`src/rtl/mac_tx_arbiter_pkg.sv`:
```
// Shared definitions for the MAC transmit arbiter: FSM state codes, port indices
// and the beat written to the MAC when a frame has to be terminated early.
package mac_tx_arbiter_pkg;

    typedef logic [1:0] state_t;

    localparam state_t StIdle  = 2'd0;
    localparam state_t StXfer  = 2'd1;
    localparam state_t StAbort = 2'd2;
    localparam state_t StGap   = 2'd3;

    localparam int unsigned PORT_IQ   = 0;
    localparam int unsigned PORT_CTRL = 1;

    typedef struct packed {
        logic [31:0] data;
        logic        sop;
        logic        eop;
        logic        err;
        logic [1:0]  mod;
        logic        wren;
    } tx_beat_t;

    localparam tx_beat_t ABORT_BEAT = '{
        data: 32'h0000_0000,
        sop:  1'b0,
        eop:  1'b1,
        err:  1'b1,
        mod:  2'b00,
        wren: 1'b1
    };

    function automatic logic [15:0] sat_inc(input logic [15:0] v);
        return (v == 16'hFFFF) ? v : v + 16'd1;
    endfunction

endpackage

```
`src/rtl/mac_tx_arbiter_mux.sv`:
```
// Registered 2:1 beat mux towards the MAC. Forwards the beat of the selected
// port one cycle after acceptance, or injects the abort beat.
module frame_sel_mux
    import mac_tx_arbiter_pkg::*;
(
    input  logic        clk,
    input  logic        reset_n,
    input  logic [1:0]  sel,
    input  logic        inject_abort,
    input  logic [31:0] s0_data,
    input  logic        s0_sop,
    input  logic        s0_eop,
    input  logic [1:0]  s0_mod,
    input  logic [31:0] s1_data,
    input  logic        s1_sop,
    input  logic        s1_eop,
    input  logic [1:0]  s1_mod,
    output logic [31:0] tx_data,
    output logic        tx_sop,
    output logic        tx_eop,
    output logic        tx_err,
    output logic [1:0]  tx_mod,
    output logic        tx_wren
);

    tx_beat_t beat_d;
    tx_beat_t beat_q;

    // The abort beat wins even during reset so an open frame is always closed.
    always_comb begin
        beat_d = '0;
        if (inject_abort) begin
            beat_d = ABORT_BEAT;
        end else if (reset_n) begin
            if (sel[PORT_IQ]) begin
                beat_d = '{data: s0_data, sop: s0_sop, eop: s0_eop, err: 1'b0,
                           mod: s0_mod, wren: 1'b1};
            end else if (sel[PORT_CTRL]) begin
                beat_d = '{data: s1_data, sop: s1_sop, eop: s1_eop, err: 1'b0,
                           mod: s1_mod, wren: 1'b1};
            end
        end
    end

    always_ff @(posedge clk) begin
        beat_q <= beat_d;
    end

    assign tx_data = beat_q.data;
    assign tx_sop  = beat_q.sop;
    assign tx_eop  = beat_q.eop;
    assign tx_err  = beat_q.err;
    assign tx_mod  = beat_q.mod;
    assign tx_wren = beat_q.wren;

endmodule

```
`src/rtl/mac_tx_arbiter.sv`:
```
// Frame-level arbiter sharing the MAC transmit port between the IQ stream (port 0)
// and control frames (port 1), with inter-frame gap and stall abort.
module mac_tx_arbiter
    import mac_tx_arbiter_pkg::*;
#(
    parameter int unsigned IFG_CYCLES  = 16,
    parameter int unsigned CTRL_STREAK = 4,
    parameter int unsigned STALL_LIMIT = 64
) (
    input  logic        clk,
    input  logic        reset_n,
    input  logic [31:0] s0_data,
    input  logic        s0_sop,
    input  logic        s0_eop,
    input  logic [1:0]  s0_mod,
    input  logic        s0_valid,
    output logic        s0_ready,
    input  logic [31:0] s1_data,
    input  logic        s1_sop,
    input  logic        s1_eop,
    input  logic [1:0]  s1_mod,
    input  logic        s1_valid,
    output logic        s1_ready,
    output logic [31:0] tx_data,
    output logic        tx_sop,
    output logic        tx_eop,
    output logic        tx_err,
    output logic        tx_wren,
    output logic [1:0]  tx_mod,
    input  logic        tx_rdy,
    input  logic        tx_a_full,
    output logic [1:0]  grant,
    output logic [15:0] abort_count,
    output logic [15:0] drop_count
);

    localparam logic [15:0] IfgInit   = 16'(IFG_CYCLES);
    localparam logic [15:0] StallLast = 16'(STALL_LIMIT - 1);
    localparam logic [7:0]  StreakMax = 8'(CTRL_STREAK);

    state_t      state_q, state_d;
    logic [1:0]  grant_q, grant_d;
    logic [15:0] cnt_q, cnt_d;
    logic [7:0]  streak_q, streak_d;
    logic [15:0] abort_cnt_q, abort_cnt_d;
    logic [15:0] drop_cnt_q, drop_cnt_d;

    logic       tx_ok;
    logic       s0_req;
    logic       s1_req;
    logic       gnt_valid;
    logic [1:0] fwd;
    logic       inject_abort;
    logic       mux_abort;

    assign tx_ok     = tx_rdy & ~tx_a_full;
    assign s0_req    = s0_valid & s0_sop;
    assign s1_req    = s1_valid & s1_sop;
    assign gnt_valid = (grant_q[PORT_IQ] & s0_valid) | (grant_q[PORT_CTRL] & s1_valid);

    always_comb begin
        state_d      = state_q;
        grant_d      = grant_q;
        cnt_d        = cnt_q;
        streak_d     = streak_q;
        abort_cnt_d  = abort_cnt_q;
        drop_cnt_d   = drop_cnt_q;
        s0_ready     = 1'b0;
        s1_ready     = 1'b0;
        fwd          = 2'b00;
        inject_abort = 1'b0;

        case (state_q)
            StIdle: begin
                // Port 1 is examined first, both for drops and for new frames.
                if (s1_valid && !s1_sop) begin
                    s1_ready   = 1'b1;
                    drop_cnt_d = sat_inc(drop_cnt_q);
                end else if (s1_req && tx_ok && (streak_q < StreakMax || !s0_req)) begin
                    s1_ready = 1'b1;
                    fwd      = 2'b10;
                    grant_d  = 2'b10;
                    streak_d = (streak_q < StreakMax) ? streak_q + 8'd1 : streak_q;
                    state_d  = s1_eop ? StGap : StXfer;
                    cnt_d    = s1_eop ? IfgInit : 16'd0;
                end else if (s0_valid && !s0_sop) begin
                    s0_ready   = 1'b1;
                    drop_cnt_d = sat_inc(drop_cnt_q);
                end else if (s0_req && tx_ok) begin
                    s0_ready = 1'b1;
                    fwd      = 2'b01;
                    grant_d  = 2'b01;
                    streak_d = 8'd0;
                    state_d  = s0_eop ? StGap : StXfer;
                    cnt_d    = s0_eop ? IfgInit : 16'd0;
                end
            end

            StXfer: begin
                s0_ready = grant_q[PORT_IQ] & tx_ok;
                s1_ready = grant_q[PORT_CTRL] & tx_ok;
                fwd      = {s1_valid & s1_ready, s0_valid & s0_ready};
                if (fwd != 2'b00) begin
                    if ((fwd[PORT_IQ] && s0_eop) || (fwd[PORT_CTRL] && s1_eop)) begin
                        state_d = StGap;
                        cnt_d   = IfgInit;
                    end else begin
                        cnt_d = 16'd0;
                    end
                end else if (!gnt_valid && tx_ok) begin
                    // Stall cycles are only counted while the MAC could have taken a beat.
                    if (cnt_q >= StallLast) begin
                        state_d      = StAbort;
                        inject_abort = 1'b1;
                        abort_cnt_d  = sat_inc(abort_cnt_q);
                    end else begin
                        cnt_d = cnt_q + 16'd1;
                    end
                end
            end

            StAbort: begin
                grant_d = 2'b00;
                state_d = StGap;
                cnt_d   = IfgInit;
            end

            StGap: begin
                grant_d = 2'b00;
                if (cnt_q <= 16'd1) begin
                    cnt_d   = 16'd0;
                    state_d = StIdle;
                end else begin
                    cnt_d = cnt_q - 16'd1;
                end
            end

            default: begin
                state_d = StIdle;
                grant_d = 2'b00;
            end
        endcase
    end

    // A reset that lands inside an open frame still closes it on the MAC side.
    assign mux_abort = reset_n ? inject_abort : (state_q == StXfer);

    always_ff @(posedge clk) begin
        if (!reset_n) begin
            state_q     <= StIdle;
            grant_q     <= 2'b00;
            cnt_q       <= 16'd0;
            streak_q    <= 8'd0;
            abort_cnt_q <= 16'd0;
            drop_cnt_q  <= 16'd0;
        end else begin
            state_q     <= state_d;
            grant_q     <= grant_d;
            cnt_q       <= cnt_d;
            streak_q    <= streak_d;
            abort_cnt_q <= abort_cnt_d;
            drop_cnt_q  <= drop_cnt_d;
        end
    end

    frame_sel_mux u_mux (
        .clk          (clk),
        .reset_n      (reset_n),
        .sel          (fwd),
        .inject_abort (mux_abort),
        .s0_data      (s0_data),
        .s0_sop       (s0_sop),
        .s0_eop       (s0_eop),
        .s0_mod       (s0_mod),
        .s1_data      (s1_data),
        .s1_sop       (s1_sop),
        .s1_eop       (s1_eop),
        .s1_mod       (s1_mod),
        .tx_data      (tx_data),
        .tx_sop       (tx_sop),
        .tx_eop       (tx_eop),
        .tx_err       (tx_err),
        .tx_mod       (tx_mod),
        .tx_wren      (tx_wren)
    );

    assign grant       = grant_q;
    assign abort_count = abort_cnt_q;
    assign drop_count  = drop_cnt_q;

endmodule

```
`config.mk`:
```
export PLATFORM = sky130hd
export DESIGN_NAME = mac_tx_arbiter
export DESIGN_NICKNAME = d
export VERILOG_FILES = /design/src/rtl/mac_tx_arbiter_pkg.sv /design/src/rtl/mac_tx_arbiter_mux.sv /design/src/rtl/mac_tx_arbiter.sv
export SDC_FILE = /design/constraint.sdc
export NUM_CORES = 1
export LEC_CHECK = 0
export BUFFER_PORTS_ARGS = -buffer_cell sky130_fd_sc_hd__buf_2
export CORE_ASPECT_RATIO = 0.9
export CORE_UTILIZATION = 37
export DETAILED_ROUTE_END_ITERATION = 10
export PLACE_DENSITY = 0.66
export SYNTH_ARGS = -nofsm -noshare
export SYNTH_HDL_FRONTEND = slang
export SYNTH_SLANG_ARGS = --single-unit
```
`constraint.sdc`:
```
create_clock -name clk -period 2.5 [get_ports clk]
set_input_delay 0.5 -clock clk [delete_from_list [all_inputs] [get_ports clk]]
set_output_delay 0.5 -clock clk [all_outputs]
set_load 0.03 [all_outputs]
```
==> flow_summary.yaml <==
job:
  drv_cap: 0
critical_path:
  cp-startpoint: "state_q[1]$_SDFFE_PN0P_"
  start_kind: "flop"
  crit_required_ns: 2.00
  rr_startpoint: "state_q[1]$_SDFFE_PN0P_"
  cp.arrival_ns: 1.88
  critical_path.max_fanout: 7
  end_kind: "output port"
  critical_path_class: "reg -> out"
routing:
  wl_per_cell_um: 14.33
  drt_first_pass_iters: 5
  drc: 0
  first_iter_violations: 309
  vias: 5246
  antenna_left: 0
  routed_wl_um: 14250
  vias_per_cell: 5.272
pwr:
  p_seq_share_pct: 38.0
  cellLeakagePower_nw: 2.676
  peakVddDrop_v: 0.0004294
  p_int_w: 0.002967
  p_sw_w: 0.001559
  power_density_nw_per_um2: 690.8
  total_power_w: 0.004526
  p_clk_share_pct: 32.0
  switching_share_pct: 34.44
  combPwrFrac_pct: 30.0
clock_network:
  cts_hold_buf: 0
  cts_repair_resize_count: 0
  cts_tree: "built"
  cts-root-buf: "clkbuf_16"
  cts.path.max_buffers: 2
  cts_sinks: 98
  htreeDepth: 3
  post_cts_buffers: 0
  numCtsBuffers: 9
  clk_latency_ns: 0.35
  path_clk_slew_ns: 0.07
logic_synthesis:
  synthArstFlopShare_pct: 0
  synth_top_area_share_pct: 37.67
  yosysSeqAreaShare_pct: 37.67
  syn-cell-area_um2: 5207
  synth_area_leaders: "dfxtp_1, nand2_1, nand3_1"
  yosysMostFrequentCell: "dfxtp_1"
  yosysWarnings: 0
  yosys.area.top_type: "dfxtp_1"
  synth-edff-count: 0
  synthDistinctLibCells: 78
  synth_nets: 741
  synth_cells: 653
  synthTopCellsByCount: "dfxtp_1, nand2_1, nor2_1"
  avgSynthCellArea_um2: 7.975
  yosys_register_bits: 98
  synth_top_flop_cell: "dfxtp_1"
die:
  core_um2: 13560
  initial_core_util_pct: 38.39
  fp.dieW_um: 127.1
  dieArea_um2: 14550
  rows: 40
  fp.dieH_um: 114.5
  pin_count: 152
grt:
  grt_max_degree: 37
  overflow: 0
  track_usage_pct: 19.79
  grt_pass1_vias: 4718
  antenna_found_initial: 0
  grt_pass1_wl_um: 23410
place:
  portBuffers: 151
  post-dp-hpwl_um: 10380
  gp_congestion: 0.8953
timing:
  rsz0062_at_grt: "no"
  finalClockSkew_ns: 0.006329
  relSlewSlack_pct: 55.31
  hold_viol: 0
  min_period_over_period_pct: 95.39
  min_period_ns: 2.385
  max_freq_ghz: 0.4193
  slew_viol_final: 0
  tns_ns: 0
  setup_viol: 0
  tightest_slew_ns: 0.6620
status:
  status: "completed"
final_layout:
  antenna_cells: 0
  nets: 889
  drive_gt1_share_pct: 27.54
  syn_to_final_growth_pct: 25.80
worst_hold_path:
  hold_path.startpoint: "s0_data[11]"
  worstHoldPathType: "in -> reg"
## state kept, by name, indices dropped and copies added, names as in the netlist
signal and cells:
u_mux.tx_sop 1, u_mux.tx_eop 1, grant 2, state_q 2, u_mux.tx_data 32, cnt_q 16, abort_count 16, u_mux.tx_mod 2
u_mux.tx_err 1, u_mux.tx_wren 1, streak_q 8, drop_count 16
## power by group through the flow
| stage | Sequential, W | Clock (W) | Combinational [W] |
|---|---|---|---|
| after floorplan | 0.00182 | 0 | 0.000868 |
| after global placement | 0.00175 | 0 | 0.00134 |
| after detailed placement | 0.00176 | 0 | 0.00134 |
| after CTS | 0.00172 | 0.00148 | 0.00135 |
| after global routing | 0.00173 | 0.00155 | 0.00147 |
| final | 0.00172 | 0.00145 | 0.00136 |
## cell type report
class,instances,area (um^2)
Fill cell,1362,7012
Multi-Input combinational cell,494,2968
Sequential cell,98,1962
Timing Repair Buffer,181,1006
Clock buffer,11,252.7
Tap cell,189,236.5
Inverter,17,63.81
Clock inverter,5,62.56
## cells in the final DEF (no fill, tap or decap), types with 8 or more instances in the layout
cell and n:
a21oi_1 55, buf_2 151, buf_4 28, clkbuf_16 9
dfxtp_1 98, ha_1 10, inv_1 16, nand2_1 85
nand2b_1 8, nand3_1 58, nand4_1 15, nor2_1 62
nor3_1 21, nor4_1 10, o21ai_1 9, o31ai_1 8
xnor2_1 29
## per-layer routing
metal	vias to the layer above	GRT usage [%]	part of all wire, %
met4	0	7.937	1.6
li1	2638	-	-
met2	153	32.05	48
met5	-	0	0
met3	16	3.411	5.3
met1	2439	26.16	45
## cell families (layout without fill, tap and decap cells)
| logic type | count (synthesis) | in the layout | synth area share [%] |
|---|---|---|---|
| compound gates | 144 | 144 | 18.74 |
| fa+ha+maj | 10 | 10 | 2.403 |
| buf+inv | 61 | 214 | 5.454 |
| simple gates | 305 | 305 | 29.72 |
| mux | 5 | 5 | 0.9611 |
| flops | 98 | 98 | 37.67 |
| xor+xnor | 30 | 30 | 5.046 |
## path summary, 6_finish.rpt
path / end / slack [ns] / depth (start not counted)
hold / removal: u_mux.tx_data[11]$_SDFF_PP0_ / 0.38 / 3
setup / recovery: s1_ready / 0.12 / 6
setup reg to reg: cnt_q[9]$_SDFFE_PN0P_ / 0.17 / 8
hold reg to reg: streak_q[6]$_SDFFE_PN0P_ / 0.47 / 2
## critical path, stage by stage, from the launching register on
cell     delay (ns)
dfxtp_1        0.39
inv_1          0.08
ha_1           0.26
and3b_1        0.22
buf_4          0.16
a22o_1         0.24
buf_2          0.18
## stage by stage
stage          instance area [um^2]  std cells  hold slack (ns)  worst slack [ns]  util (%)
2_1_floorplan                  5207        653           0.4378            0.2974         -
3_3_place_gp                   6236        979           0.4560            0.2774     45.98
3_5_place_dp                   6236        979           0.4634            0.2120     45.98
4_1_cts                        6551        995           0.3723           0.06486     48.30
5_1_grt                        6551        995           0.3750           0.03362     48.30
6_report                       6551        995           0.3839            0.1153     48.30
(Power assumes the default switching activity.)
